### src/rtl/sigma_delta_dac_mc_if.sv
`default_nettype none
// ============================================================================
// Module   : sigma_delta_dac_mc_if
// Purpose  : Sample-frame handshake bundle for sigma_delta_dac_mc.
//            The mixer drives a packed frame with VALID. The DAC answers
//            with READY while its pending buffer is empty.
// Revision : 1.0 - initial release
// ============================================================================
interface sigma_delta_dac_mc_if #(
    parameter int MSBI     = 15,
    parameter int CHANNELS = 2
);
    logic [CHANNELS*(MSBI+1)-1:0] DACin;
    logic                         SAMPLE_VALID;
    logic                         SAMPLE_READY;

    modport master (output DACin, output SAMPLE_VALID, input  SAMPLE_READY);
    modport slave  (input  DACin, input  SAMPLE_VALID, output SAMPLE_READY);
endinterface
`default_nettype wire

### src/rtl/sigma_delta_dac_mc.sv
`default_nettype none
// ============================================================================
// Module   : sigma_delta_dac_mc
// Purpose  : Multi-channel first-order sigma-delta DAC with a double-buffered
//            sample handshake and a click-free soft mute. The soft mute ramps
//            every channel to midscale.
//            Optional: define SDDAC_DITHER_EN to add LFSR dither on the
//            accumulator LSB. Dither breaks up idle tones.
// Revision : 1.0 - initial release
// ============================================================================
module sigma_delta_dac_mc #(
    parameter int MSBI      = 15,
    parameter int CHANNELS  = 2,
    parameter int SIGNED_IN = 0,
    parameter int RAMP_STEP = 16
) (
    input  wire logic                CLK,
    input  wire logic                RESET,
    input  wire logic                CEN,
    sigma_delta_dac_mc_if.slave      smp,
    input  wire logic                MUTE,
    output logic                     MUTED,
    output logic [CHANNELS-1:0]      DACout
);
    localparam int            W      = MSBI + 1;
    localparam logic [MSBI:0] c_MID  = {1'b1, {MSBI{1'b0}}};
    localparam logic [MSBI:0] c_STEP = W'(RAMP_STEP);
    localparam logic [MSBI:0] c_CONV = (SIGNED_IN != 0) ? c_MID : {W{1'b0}};

    typedef enum logic [1:0] {
        ST_RUN     = 2'd0,
        ST_RAMP_DN = 2'd1,
        ST_MUTED   = 2'd2,
        ST_RAMP_UP = 2'd3
    } state_t;

    state_t              r_state;
    state_t              w_state_nxt;
    logic                r_pending_full;
    logic                w_accept;
    logic                w_transfer;
    logic [CHANNELS-1:0] w_at_mid;
    logic [CHANNELS-1:0] w_at_held;

    // The pending buffer can only be written while it is empty, so accept and
    // transfer are mutually exclusive by construction.
    assign w_accept         = smp.SAMPLE_VALID & ~r_pending_full;
    assign w_transfer       = CEN & r_pending_full;
    assign smp.SAMPLE_READY = ~r_pending_full;
    assign MUTED            = (r_state == ST_MUTED);

`ifdef SDDAC_DITHER_EN
    logic [15:0] r_lfsr;

    // Fibonacci LFSR, taps 16,14,13,11, advancing once per modulator tick
    always_ff @(posedge CLK or posedge RESET) begin
        if (RESET)
            r_lfsr <= 16'hACE1;
        else if (CEN)
            r_lfsr <= {r_lfsr[14:0], r_lfsr[15] ^ r_lfsr[13] ^ r_lfsr[12] ^ r_lfsr[10]};
    end
`endif

    // Pending-buffer occupancy flag
    always_ff @(posedge CLK or posedge RESET) begin
        if (RESET)
            r_pending_full <= 1'b0;
        else if (w_accept)
            r_pending_full <= 1'b1;
        else if (w_transfer)
            r_pending_full <= 1'b0;
    end

    // Mute state register, advancing on modulator ticks only
    always_ff @(posedge CLK or posedge RESET) begin
        if (RESET)
            r_state <= ST_RUN;
        else if (CEN)
            r_state <= w_state_nxt;
    end

    // Mute next-state: a MUTE change always wins over ramp completion
    always_comb begin
        w_state_nxt = r_state;
        case (r_state)
            ST_RUN:     if (MUTE) w_state_nxt = ST_RAMP_DN;
            ST_RAMP_DN: if (!MUTE) w_state_nxt = ST_RAMP_UP;
                        else if (&w_at_mid) w_state_nxt = ST_MUTED;
            ST_MUTED:   if (!MUTE) w_state_nxt = ST_RAMP_UP;
            ST_RAMP_UP: if (MUTE) w_state_nxt = ST_RAMP_DN;
                        else if (&w_at_held) w_state_nxt = ST_RUN;
            default:    w_state_nxt = ST_RUN;
        endcase
    end

    for (genvar c = 0; c < CHANNELS; c++) begin : g_ch
        logic [MSBI:0]   r_pending;
        logic [MSBI:0]   r_held;
        logic [MSBI:0]   r_eff;
        logic [MSBI:0]   r_acc;
        logic            r_dac;
        logic [MSBI:0]   w_target;
        logic [MSBI:0]   w_eff_nxt;
        logic [MSBI:0]   w_acc_in;
        logic [MSBI+1:0] w_sum;

        // Signed input is mapped to excess-midscale by flipping the MSB.
        // Any muting activity overrides the held sample with midscale.
        assign w_target = ((r_state != ST_RUN) || MUTE) ? c_MID : r_held;

`ifdef SDDAC_DITHER_EN
        assign w_acc_in = r_acc ^ {{MSBI{1'b0}}, r_lfsr[c % 16]};
`else
        assign w_acc_in = r_acc;
`endif
        assign w_sum        = {1'b0, w_acc_in} + {1'b0, r_eff};
        assign w_at_mid[c]  = (r_eff == c_MID);
        assign w_at_held[c] = (r_eff == r_held);
        assign DACout[c]    = r_dac;

        // Slew-limited approach to target; snaps once within one step
        always_comb begin
            w_eff_nxt = w_target;
            if (w_target >= r_eff) begin
                if ((w_target - r_eff) > c_STEP)
                    w_eff_nxt = r_eff + c_STEP;
            end else begin
                if ((r_eff - w_target) > c_STEP)
                    w_eff_nxt = r_eff - c_STEP;
            end
        end

        // Per-channel sample buffers, effective value and modulator
        always_ff @(posedge CLK or posedge RESET) begin
            if (RESET) begin
                r_pending <= '0;
                r_held    <= c_MID;
                r_eff     <= c_MID;
                r_acc     <= '0;
                r_dac     <= 1'b0;
            end else begin
                if (w_accept)
                    r_pending <= smp.DACin[c*W +: W] ^ c_CONV;
                if (CEN) begin
                    if (r_pending_full)
                        r_held <= r_pending;
                    r_eff <= w_eff_nxt;
                    r_acc <= w_sum[MSBI:0];
                    r_dac <= w_sum[MSBI+1];
                end
            end
        end
    end
endmodule
`default_nettype wire

### src/flat_wrapper.sv
// flat-port wrapper written by rule: the top's interface ports become plain ports
module sigma_delta_dac_mc_flat 
#(
    parameter int MSBI      = 15,
    parameter int CHANNELS  = 2,
    parameter int SIGNED_IN = 0,
    parameter int RAMP_STEP = 16
)
  (CLK, RESET, CEN, MUTE, MUTED, DACout, smp_DACin, smp_SAMPLE_VALID, smp_SAMPLE_READY);
  sigma_delta_dac_mc_if #(.MSBI(MSBI), .CHANNELS(CHANNELS)) smp_i ();
  input  wire logic CLK;
  input  wire logic RESET;
  input  wire logic CEN;
  input  wire logic MUTE;
  output logic MUTED;
  output logic [CHANNELS-1:0] DACout;
  input wire logic [$bits(smp_i.DACin)-1:0] smp_DACin;
  input wire logic [$bits(smp_i.SAMPLE_VALID)-1:0] smp_SAMPLE_VALID;
  output wire logic [$bits(smp_i.SAMPLE_READY)-1:0] smp_SAMPLE_READY;
  assign smp_i.DACin = smp_DACin;
  assign smp_i.SAMPLE_VALID = smp_SAMPLE_VALID;
  assign smp_SAMPLE_READY = smp_i.SAMPLE_READY;
  sigma_delta_dac_mc #(.MSBI(MSBI), .CHANNELS(CHANNELS), .SIGNED_IN(SIGNED_IN), .RAMP_STEP(RAMP_STEP)) u_core (.CLK(CLK), .RESET(RESET), .CEN(CEN), .smp(smp_i), .MUTE(MUTE), .MUTED(MUTED), .DACout(DACout));
endmodule
### config.mk
export PLATFORM = sky130hd
export DESIGN_NAME = sigma_delta_dac_mc_flat
export DESIGN_NICKNAME = d
export VERILOG_FILES = /design/src/rtl/sigma_delta_dac_mc_if.sv /design/src/rtl/sigma_delta_dac_mc.sv /design/src/flat_wrapper.sv
export SDC_FILE = /design/constraint.sdc
export NUM_CORES = 1
export LEC_CHECK = 0
export ABC_CLOCK_PERIOD_IN_PS = 7700
export CAP_MARGIN = 20
export CORE_MARGIN = 4
export CORE_UTILIZATION = 40
export DETAILED_ROUTE_END_ITERATION = 16
export GPL_TIMING_DRIVEN = 0
export PLACE_DENSITY_LB_ADDON = 0.08
export REMOVE_ABC_BUFFERS = 1
export SLEW_MARGIN = 10
export SYNTH_ARGS = -nofsm -noshare
export SYNTH_HDL_FRONTEND = slang
export SYNTH_SLANG_ARGS = --single-unit
### constraint.sdc
create_clock -name CLK -period 7.7 [get_ports CLK]
set_input_delay 2.31 -clock CLK [delete_from_list [all_inputs] [get_ports CLK]]
set_output_delay 2.31 -clock CLK [all_outputs]
set_load 0.1 [all_outputs]
## After elaboration in Yosys (flattened, before gate mapping)

Cells that the tools add are included.

- Register bits after elaboration: 133
- Bits of input ports: 37
- Output and inout port bits: 4
- Word-level logic and storage cells: 67

- Add/sub/neg operators: 10
- Order comparisons: 6
- Equality and inequality tests: 11
- Muxes and demuxes: 17
- Bitwise logic cells: 3
- Reduce and logical (&&, ||, !) cells: 8

Operator list:

| operator | number |
|---|---|
| 2-to-1 mux 16 bit | 8 |
| > comparator 16 x 5 -> 1 bit, second input constant | 4 |
| subtractor 16 bit | 4 |
| adder 16 x 16 -> 17 bit | 2 |
| adder 16 x 5 -> 16 bit, second input constant | 2 |
| == test 16 bit | 2 |
| == test 16 bit, second input constant | 2 |
| >= comparator 16 bit | 2 |
| subtractor 16 x 5 -> 16 bit, second input constant | 2 |
| 2-to-1 mux 2 bit | 6 |
| case mux 2 bit (4 select lines) | 1 |
| != test 3 x 2 -> 1 bit, second input constant | 2 |
| AND reduction 2 bit | 3 |
| AND reduction 5 bit | 1 |
| == test 2 bit, second input constant | 2 |
| != test 2 bit, second input constant | 2 |
| nonzero test 2 bit | 2 |
| bitwise AND 1 bit | 2 |
| == test 2 x 1 -> 1 bit, second input constant | 1 |
| logical NOT 2 bit | 1 |
| 2-to-1 mux 1 bit | 2 |
| logical OR 1 bit | 1 |
| NOT 1 bit | 1 |

## Logic depth before layout (Yosys ltp)

- Word-level depth: 7
- Depth in mapped cells: 22
- Mapped depth without buffers: 16

## Least setup slack after synthesis

OpenSTA, ideal clock, no wires.

- Path type: input -> register
- Start point: input port MUTE
- End point: register u_core.g_ch[1].r_eff[9]
- Setup time: 0.136 ns
- Arrival: 5.851 ns
- Required time: 7.564 ns
- Path slack: 1.713 ns
- Cell stages on the path: 18
- Buffers on the path: 4
- Cell sequence: nor2b_1 clkbuf_1 buf_1 nand2_1 inv_1 ha_1 buf_2 and2_4 nand3_1 a31oi_2 mux2_2 nor4_1 nand4_1 nor4_4 buf_6 a21oi_1 a311oi_1 mux2i_1

- Word-level cells in the longest chain between the ends: 6
- Elaborated cells on any way between the ends: 10
- Those cells by class: add/sub (2); order compare (3); mux (4); reduce/logical (1)

Ends and longest elaborated chain:

| item | line | source |
|---|---|---|
| start, declared | flat_wrapper.sv:14 | `input wire logic MUTE;` |
| logical OR 1 bit * | sigma_delta_dac_mc.sv:109 | `assign w_target = ((r_state != ST_RUN) \|\| MUTE) ? c_MID : r_held;` |
| 2-to-1 mux 16 bit * | sigma_delta_dac_mc.sv:109 |  |
| subtractor 16 bit, on equally long branches | sigma_delta_dac_mc.sv:128, sigma_delta_dac_mc.sv:125 |  |
| > comparator 16 x 5 -> 1 bit, on equally long branches | sigma_delta_dac_mc.sv:128, sigma_delta_dac_mc.sv:125 |  |
| 2-to-1 mux 16 bit, on equally long branches | sigma_delta_dac_mc.sv:128, sigma_delta_dac_mc.sv:125 |  |
| 2-to-1 mux 16 bit * | sigma_delta_dac_mc.sv:124 | `if (w_target >= r_eff) begin` |
| end signal, assigned | sigma_delta_dac_mc.sv:138 | `r_eff <= c_MID;` |
| end signal, assigned | sigma_delta_dac_mc.sv:147 | `r_eff <= w_eff_nxt;` |
| end, declared | sigma_delta_dac_mc.sv:99 | `logic [MSBI:0] r_eff;` |

Mark *: on every way between the ends. The rest lies on a longest branch, timed or not.
A chain may end at the register's enable or synchronous reset.

## Worst setup path after layout

- Start point: input port MUTE
- End point: register u_core.g_ch[0].r_eff[5]

- Word-level cells in the longest chain between the ends: 6
- Elaborated cells on any way between the ends: 10
- Those cells by class: add/sub (2); order compare (3); mux (4); reduce/logical (1)

Ends and longest elaborated chain:

| item | line |
|---|---|
| logical OR 1 bit * | sigma_delta_dac_mc.sv:109 |
| 2-to-1 mux 16 bit * | sigma_delta_dac_mc.sv:109 |
| subtractor 16 bit, on equally long branches | sigma_delta_dac_mc.sv:128, sigma_delta_dac_mc.sv:125 |
| > comparator 16 x 5 -> 1 bit, on equally long branches | sigma_delta_dac_mc.sv:128, sigma_delta_dac_mc.sv:125 |
| 2-to-1 mux 16 bit, on equally long branches | sigma_delta_dac_mc.sv:128, sigma_delta_dac_mc.sv:125 |
| 2-to-1 mux 16 bit * | sigma_delta_dac_mc.sv:124 |
| end signal, assigned | sigma_delta_dac_mc.sv:138 |
| end signal, assigned | sigma_delta_dac_mc.sv:147 |
| end, declared | sigma_delta_dac_mc.sv:99 |

Marked as above.

==> results by group <==
Outcome
  – Status: complete, no violations

Timing
  – Tcrit/Tclk final: 0.9363
  – Max Clock Skew: 14.67 ps
  – Worst-margin pin slew: 1026 ps
  – Minimum clock period: 7210 ps
  – Slew Limit Headroom: 0.3158
  – Final max-slew violation count: 0
  – RSZ-0062 raised after global routing: no
  – Post-Route Setup TNS: 0 ps
  – WHS: 501.4 ps
  – Max Clock Freq: 138.7 MHz
  – Final Setup Violations: 0
  – Final Hold Viols: 0

Pwr
  – Sequential Power Share: 0.261
  – PwrDens: 360.3 nW/um2
  – Switching Share: 0.4547
  – Pleak: 0.005897 uW
  – Internal power: 2621 uW
  – Psw: 2186 uW
  – Power share of the clock group: 0.171
  – Comb pwr share: 0.568
  – Worst IR Drop VDD: 144.9 uV

Critical path
  – Crit path max fanout: 25
  – Crit Reg-Reg Startpoint: u_core.r_state[0]$_DFFE_PP0P_
  – Critical path class: in2reg
  – Worst EP required: 8010 ps
  – Reg2reg path depth: 17
  – Worst r2r dst: u_core.g_ch[0].r_eff[5]$_DFFE_PP0P_
  – Reg-to-reg slack, setup: 2140 ps
  – Worst path arrival time: 7520 ps
  – Crit. End Element: flop
  – Critical Path Start Type: input port

Synth
  – Flops & latches, synth: 133
  – Share of the synthesized area in the top cell type: 0.2691
  – Cells after Synth: 1,378
  – Post-synth top area cell: dfrtp_1
  – FFs w/ async S/R, synth: 1.000
  – Count leader, synth: dfrtp_1
  – Synthesized area: 11,990 um2
  – Number of synthesis warnings: 0
  – Most used DFF post-synth: dfrtp_1
  – Number of flops mapped to enable cells by yosys: 0
  – Most common library cells after synthesis: dfrtp_1, nand2_1, nor2_1
  – Seq/Total Area, Yosys: 0.2779
  – Synth top area cells: dfrtp_1, ha_1, mux2_2
  – Synth cell types: 91
  – Avg Cell Area, Syn: 8.704 um2

Clock tree
  – CTS Buf Count: 17
  – Post-CTS Setup Repair Bufs: 0
  – H-tree levels: 4
  – CTS tree: done
  – Post-CTS Hold Buffers: 0
  – CTS Root Cell: clkbuf_16
  – Clock sinks: 133
  – Cts repair resizes: 0
  – CTS max path bufs: 2
  – Skew-Pair Late Insertion Delay: 430 ps
  – CTS clk-pin slew, worst paths: 60 ps

Global route
  – Vias in the first global route: 9,991
  – Antenna violations before repair: 0
  – All-Layer GR Usage: 0.2042
  – Remaining Overflow, GRT: 0
  – First-pass GRT wire length: 55.06 mm
  – Largest net degree at the start of global routing: 73

Route
  – Post-route ant nets: 0
  – Drt drc: 0
  – Initial DRT Pass Iterations: 5
  – Routed len/inst: 18.90 um
  – Vias per inst: 5.724
  – First-iteration detailed-routing DRC count: 636
  – Via Count: 10,150
  – Post-Route WL: 33.52 mm

Job
  – Max-cap check violation count: 0

Finish
  – Antenna cells: 0
  – P&R area growth vs syn: 11.22%
  – Layout cells sized above 1: 0.1243
  – Nets: 1,517

Floorplan
  – Die area: 32,820 um2
  – Initial Util: 0.4047
  – Die Y: 181.2 um
  – Core ar.: 29,640 um2
  – Core Rows: 63
  – Die W: 181.2 um
  – I/O pins: 41

Min path
  – Worst Hold Depth: 1
  – Worst hold path type: reg2reg
  – Hold wc startpoint: u_core.g_ch[0].r_pending[4]$_DFFE_PP0P_
  – Hold Path Sink: u_core.g_ch[0].r_held[4]$_DFFE_PP0P_

Placement
  – Routability cong.: 0.8879
  – HPWL after DPL: 25.39 mm
  – IO buf count: 40
metal layers:
layer,vias up,wire length (um),global-route usage
li1,4974,-,-
met1,4977,15800,0.2838
met3,25,946,0.02154
met5,-,0,0
met4,0,320,0.03963
met2,178,16460,0.3475
cell usage in the layout (no fill, tap or decap), drive strengths merged, types with 9 or more instances in the layout:
master,instances
a211o,10
a211oi,10
a21o,24
a21oi,81
a221oi,10
a31oi,11
and2,9
and3,11
buf,10
clkbuf,17
clkdlybuf4s50,39
dfrtp,129
ha,105
inv,101
mux2,93
mux2i,42
nand2,108
nand2b,16
nand3,37
nand4,19
nor2,106
nor2b,14
nor3,34
nor4,24
o21a,12
o21ai,65
o22ai,15
o31ai,12
xnor2,46
xor2,39
cells by family after synthesis:
family	share of synthesized area
XOR/XNOR	0.06207
AND/OR/NAND/NOR	0.1741
flip-flops	0.2779
multiplexers	0.1227
adder cells (fa/ha/maj)	0.1162
AO/OA/AOI/OAI	0.1888
buffers and inverters	0.05821
through the flow:
step	power (uW)	cell area, um2	setup WS, ps	cells	utilization
global placement	3931	12530	-3051	1733	0.4227
floorplan	3278	11640	605.1	1303	-
detailed placement	3978	12750	219.2	1741	0.4300
global route	5232	13340	250.1	1774	0.4501
CTS	4833	13330	635.9	1773	0.4497
finish	4806	13340	490.2	1774	0.4501
worst max path at each step:
stage,start,endpoint,slack [ps],cells after the start
after CTS,MUTE,u_core.g_ch[0].r_eff[5]$_DFFE_PP0P_,640,16
after global placement,MUTE,u_core.g_ch[1].r_eff[8]$_DFFE_PP0P_,-3050,14
final,MUTE,u_core.g_ch[0].r_eff[5]$_DFFE_PP0P_,490,16
after detailed placement,MUTE,u_core.g_ch[0].r_eff[15]$_DFFE_PP1P_,220,15
after floorplan,MUTE,u_core.g_ch[1].r_eff[4]$_DFFE_PP0P_,610,13
after global routing,MUTE,u_core.g_ch[0].r_eff[6]$_DFFE_PP0P_,250,16
flip-flops by register name, summed over array words and instances (netlist names):
register / flops
u_core.g_ch.r_eff: 32
u_core.r_state: 2
u_core.g_ch.r_held: 32
u_core.g_ch.r_dac: 2
u_core.g_ch.r_pending: 32
u_core.r_pending_full: 1
u_core.g_ch.r_acc: 32
power groups by stage:
stage                     Sequential (uW)  Clock (uW)  Combinational, uW
after global routing                 1300         878               3060
after global placement               1270           0               2660
after CTS                            1260         846               2730
after detailed placement             1270           0               2710
final                                1250         822               2730
after floorplan                      1190           0               2080
final cells by class:
| cell class | instances | area, um2 |
|---|---|---|
| inverters | 92 | 352.8 |
| clock buffers | 17 | 425.4 |
| clock inverters | 15 | 157.7 |
| fillers | 3022 | 16300 |
| well taps | 390 | 488.0 |
| flip-flops and latches | 133 | 3333 |
| repair buffers | 49 | 585.6 |
| multi-input cells | 1078 | 7998 |
critical path: stages:
cell             delay (ps)
clkdlybuf4s50_1         550
nor2b_4                 300
buf_12                  230
nand2_1                 120
inv_1                   110
ha_1                    480
a21oi_1                 180
o21ai_0                 360
mux2i_1                 140
a2111o_1                480
a211oi_1                470
o2111a_1                260
and4_1                  840
mux2_2                  340
nand2_1                  60
a31o_2                  240
No activity file was read; power rests on OpenSTA's default activity.
